===== config.mk =====
export PLATFORM = sky130hd
export DESIGN_NAME = pc_gen
export DESIGN_NICKNAME = d
export VERILOG_FILES = /design/src/rtl/pc_gen.sv
export SDC_FILE = /design/constraint.sdc
export NUM_CORES = 1
export LEC_CHECK = 0
export CELL_PAD_IN_SITES_DETAIL_PLACEMENT = 1
export CELL_PAD_IN_SITES_GLOBAL_PLACEMENT = 1
export CORE_MARGIN = 4
export CORE_UTILIZATION = 30
export DETAILED_ROUTE_END_ITERATION = 8
export PLACE_DENSITY = 0.75
export REMOVE_ABC_BUFFERS = 1
export SETUP_SLACK_MARGIN = 0.2
export SYNTH_ARGS = -nofsm -noshare
export SYNTH_HDL_FRONTEND = slang
export SYNTH_SLANG_ARGS = --single-unit

===== constraint.sdc =====
create_clock -name clk -period 1.9 [get_ports clk]
set_input_delay 0.38 -clock clk [delete_from_list [all_inputs] [get_ports clk]]
set_output_delay 0.38 -clock clk [all_outputs]
set_load 0.02 [all_outputs]

===== src/rtl/pc_gen.sv =====
// pc_gen: program-counter generator with fetch handshake, prioritised trap/branch
// redirects, halt/resume control, target alignment checking, epoch bit and fetch counter.
module pc_gen #(
    parameter int          XLEN       = 32,
    parameter logic [XLEN-1:0] BOOT_VEC = 32'h80000000,
    parameter int          ILEN_BYTES = 4,
    parameter int          CNT_W      = 32
) (
    input  logic             clk,
    input  logic             rst,
    output logic             out_valid,
    input  logic             out_ready,
    output logic [XLEN-1:0]  out_pc,
    output logic             out_epoch,
    input  logic             redir_valid,
    input  logic [XLEN-1:0]  redir_target,
    input  logic             trap_valid,
    input  logic [XLEN-1:0]  trap_target,
    input  logic             halt_req,
    input  logic             resume_req,
    output logic             misalign_err,
    output logic             halted,
    output logic [CNT_W-1:0] fetch_cnt
);
    localparam int AW = $clog2(ILEN_BYTES);

    typedef enum logic [1:0] {BOOT, RUN, HALT} state_t;

    state_t            state_q, state_d;
    logic [XLEN-1:0]   pc_q, pc_d, tgt;
    logic              epoch_q, epoch_d, err_q, err_d, xfer, win, mis;
    logic [CNT_W-1:0]  cnt_q, cnt_d;

    assign out_valid    = state_q == RUN;
    assign halted       = state_q == HALT;
    assign out_pc       = pc_q;
    assign out_epoch    = epoch_q;
    assign misalign_err = err_q;
    assign fetch_cnt    = cnt_q;

    // Only the winning redirect source is alignment-checked.
    assign xfer = out_valid && out_ready;
    assign win  = trap_valid || redir_valid;
    assign tgt  = trap_valid ? trap_target : redir_target;
    assign mis  = win && (tgt[AW-1:0] != '0);

    always_comb begin
        state_d = state_q;
        pc_d    = pc_q;
        epoch_d = epoch_q;
        err_d   = err_q;
        cnt_d   = (xfer && cnt_q != '1) ? cnt_q + 1'b1 : cnt_q;
        if (state_q == BOOT) begin
            state_d = RUN;
        end else if (state_q == RUN) begin
            if (mis) begin
                err_d   = 1'b1;
                state_d = HALT;
            end else if (win) begin
                pc_d    = tgt;
                epoch_d = ~epoch_q;
            end else if (xfer) begin
                pc_d = pc_q + XLEN'(ILEN_BYTES);
            end
            if (halt_req) state_d = HALT;
        end else if (resume_req) begin
            state_d = RUN;
            err_d   = 1'b0;
        end
    end

    always_ff @(posedge clk or negedge rst) begin
        if (!rst) begin
            state_q <= BOOT;
            pc_q    <= BOOT_VEC;
            epoch_q <= 1'b0;
            err_q   <= 1'b0;
            cnt_q   <= '0;
        end else begin
            state_q <= state_d;
            pc_q    <= pc_d;
            epoch_q <= epoch_d;
            err_q   <= err_d;
            cnt_q   <= cnt_d;
        end
    end
endmodule

==> metrics.yaml <==
clock_tree:
  clock-sinks: 68
  htreeDepth: 3
  cts_buffer_depth: 2
  clock_latency_ps: 340
  cts_tree: "done"
  cts.reportedPaths.clkPinSlew_ps: 60
  root_buffer: "clkbuf_16"
  numCtsBuffers: 9
timing:
  drv_slew: 0
  hold_viol_final: 0
  finalSetupViolations: 38
  fin_crit_ps: 2128
  clock.fmax_mhz: 469.9
  fin_skew_ps: 7.107
  layout_setup_ws_ps: -228.0
  max_slew.worst_pin.slew_ps: 608.9
  final.period_utilization_pct: 112.0
  rsz0062_at_grt: "true"
  relSlewSlack_pct: 59.41
grt:
  use_met1_pct: 25.99
  track_usage_pct: 22.78
  grt_overflow_total: 0
  top_usage_layer: "met2"
  antenna_found_initial: 1
  grt_max_degree: 27
  grt_use_met3_pct: 4.575
  grt_pass1_vias: 5309
  grt_pass1_wl_um: 26920
  grt.met2_usage_pct: 42.13
logic_synthesis:
  syn_inst: 434
  ys_ff_latch: 68
  synth_ff_type: "dfrtp_1"
  synthDistinctLibCells: 59
  syn_avg_cell_area_um2: 9.182
  netlist_area_um2: 3985
  async_reset_ff_share_pct: 100.0
  yosys_warnings: 0
  yosysSeqAreaShare_pct: 42.73
  synth_edf_count: 0
drt:
  avgViaCountPerCell: 5.480
  drtIter0Drc: 307
  first_pass_iters: 4
  finalWirelength_um: 18810
  wl_per_cell_um: 21.79
  vias: 4729
  route.detailed.drc: 0
  ant_nets: 0
setup_path:
  cp-start-kind: "register"
  r2r_slack_ps: -230
  crit_arrival_ps: 2390
  rr_worst_depth: 5
  worst_setup_path_end_kind: "register"
  r2r_end: "fetch_cnt[21]"
  critPathRequiredTime_ps: 2170
  r2r_start: "fetch_cnt[14]"
  path_class: "reg2reg"
  critPathMaxFanout: 6
layout:
  area_growth_pct: 86.34
  final_area_um2: 7426
  drive_gt1_share_pct: 35.17
  n_fill_cell: 1434
  layoutNonFillerInstCount: 863
  nNetsFinal: 760
  antenna_cells: 0
placement:
  place_area_um2: 6276
  dpl.cell_count: 819
  port_buffers: 138
  dp_hpwl_um: 12320
  place_congestion: 0.8576
min_path:
  hold_class: "in2async"
floorplanning:
  std_cell_rows: 41
  die_h_um: 123.3
  core_um2: 12820
  start_util_pct: 31.07
  die-area_um2: 15190
  fp.dieW_um: 123.3
  io_pins: 139
status:
  violations: "negative setup slack"
  status: "complete, but fails checks"
pwr:
  p_leak_nw: 3.464
  cellPowerDensity_nw_per_um2: 1112
  total_power_mw: 8.257
  ir_drop_mv: 0.5093
job:
  max_cap_viol_count: 0
metrics by stage:
step / hold WS (ps) / utilization, % / setup TNS, ps / setup WS (ps)
floorplan: 84.41 / - / -20280 / -876.9
global placement: 407.8 / 48.94 / -14070 / -568.3
detailed placement: 418.1 / 48.94 / -17950 / -627.6
CTS: 65.35 / 53.92 / -1051 / -187.9
global route: 89.06 / 57.90 / -6726 / -298.5
finish: 49.65 / 57.90 / -4485 / -228.0
registers in the layout, indices dropped and copies added, names as in the netlist:
register	count
misalign_err	1
state_q	2
out_pc	32
out_epoch	1
fetch_cnt	32
placed cells by master (no fill, tap or decap), drive strengths merged, types with 9 or more instances in the layout:
cell	instances
nand4	11
nor3	18
dfrtp	67
dlygate4sd2	66
nand3	29
xnor2	9
nor2	31
xor2	22
o21ai	45
buf	128
nand2	26
clkdlybuf4s50	67
nor4	9
and3	10
clkbuf	12
a22o	13
a21oi	16
a22oi	11
power breakdown:
part	total (mW)	leakage [nW]	internal [mW]	switching (mW)
clock network	1.97	0.168	1.31	0.666
registers	2.19	0.886	1.84	0.342
logic	4.10	2.41	1.97	2.12
final cells by class:
class	instances	area, µm²	share of cell area (%)
clock buffers	10	239.0	3.218
clock inverters	5	100.1	1.348
inverters	7	31.28	0.4212
multi-input cells	336	2654	35.74
flip-flops and latches	68	1703	22.93
well taps	172	215.2	2.898
repair buffers	265	2484	33.45
worst max-delay path by stage:
stage,cells past startpoint,startpoint,slack [ps],endpoint
6_report,5,fetch_cnt[14],-230,fetch_cnt[21]
2_1_floorplan,6,fetch_cnt[0],-880,fetch_cnt[1]
3_5_place_dp,6,out_ready,-630,fetch_cnt[31]
4_1_cts,5,state_q[1],-190,fetch_cnt[31]
5_1_grt,8,fetch_cnt[0],-300,fetch_cnt[9]
3_3_place_gp,6,out_ready,-570,fetch_cnt[21]
layer usage:
metal | up-vias | share of wire (%) | routed length [µm]
met4 | 2 | 2.1 | 393
met1 | 2387 | 39 | 7340
met2 | 163 | 54 | 10140
met3 | 29 | 4.9 | 931
met5 | - | 0.037 | 7
li1 | 2148 | - | -
Yosys cell counts (3+ instances only):
cell type | n | share of area, %
nor3_1 | 12 | 1.5
xnor2_1 | 9 | 2.0
a22oi_1 | 11 | 2.1
nand3_1 | 29 | 3.6
clkbuf_1 | 18 | 1.7
a21oi_1 | 16 | 2.0
nor4_1 | 8 | 1.3
xor2_1 | 22 | 4.8
mux2i_1 | 5 | 1.3
o21ai_0 | 39 | 4.9
and4_1 | 7 | 1.5
dfrtp_1 | 67 | 42
o31a_1 | 7 | 1.5
a222oi_1 | 3 | 0.75
o2bb2ai_1 | 5 | 1.1
and3_1 | 10 | 1.6
nand2_1 | 26 | 2.4
o21ai_1 | 6 | 0.75
and2_1 | 3 | 0.47
a22o_1 | 13 | 2.9
nor3_2 | 6 | 1.5
a21o_1 | 5 | 0.94
or2_1 | 5 | 0.78
inv_1 | 7 | 0.66
nor2b_1 | 4 | 0.63
nor2_1 | 31 | 2.9
o31ai_1 | 5 | 0.94
a31oi_1 | 7 | 1.1
buf_1 | 3 | 0.28
nand4_1 | 10 | 1.6
worst max-delay path: stages (launching register included):
cell and delay (ps):
dfrtp_1 400, nand4_2 170, or4_4 510, or4_4 580, nor3b_2 220, xor2_1 170
kinds of logic after synthesis:
| logic type | after synthesis | share of synthesized area (%) |
|---|---|---|
| XOR/XNOR | 31 | 6.813 |
| AND/OR/NAND/NOR | 168 | 23.70 |
| flip-flops | 68 | 42.73 |
| multiplexers | 7 | 1.821 |
| buffers and inverters | 30 | 3.045 |
| adder cells (fa/ha/maj) | 2 | 0.6278 |
| AO/OA/AOI/OAI | 128 | 21.26 |
timing repair:
| action | CTS | global route |
|---|---|---|
| endpoints found under the setup margin | 125 | 68 |
| hold buffers | 0 | 0 |
| cloned | 1 | 3 |
| pin swaps | 26 | 31 |
| gates resized for setup | 143 | 106 |
| buffers inserted | 16 | 9 |
No activity file was read; power rests on OpenSTA's default activity.
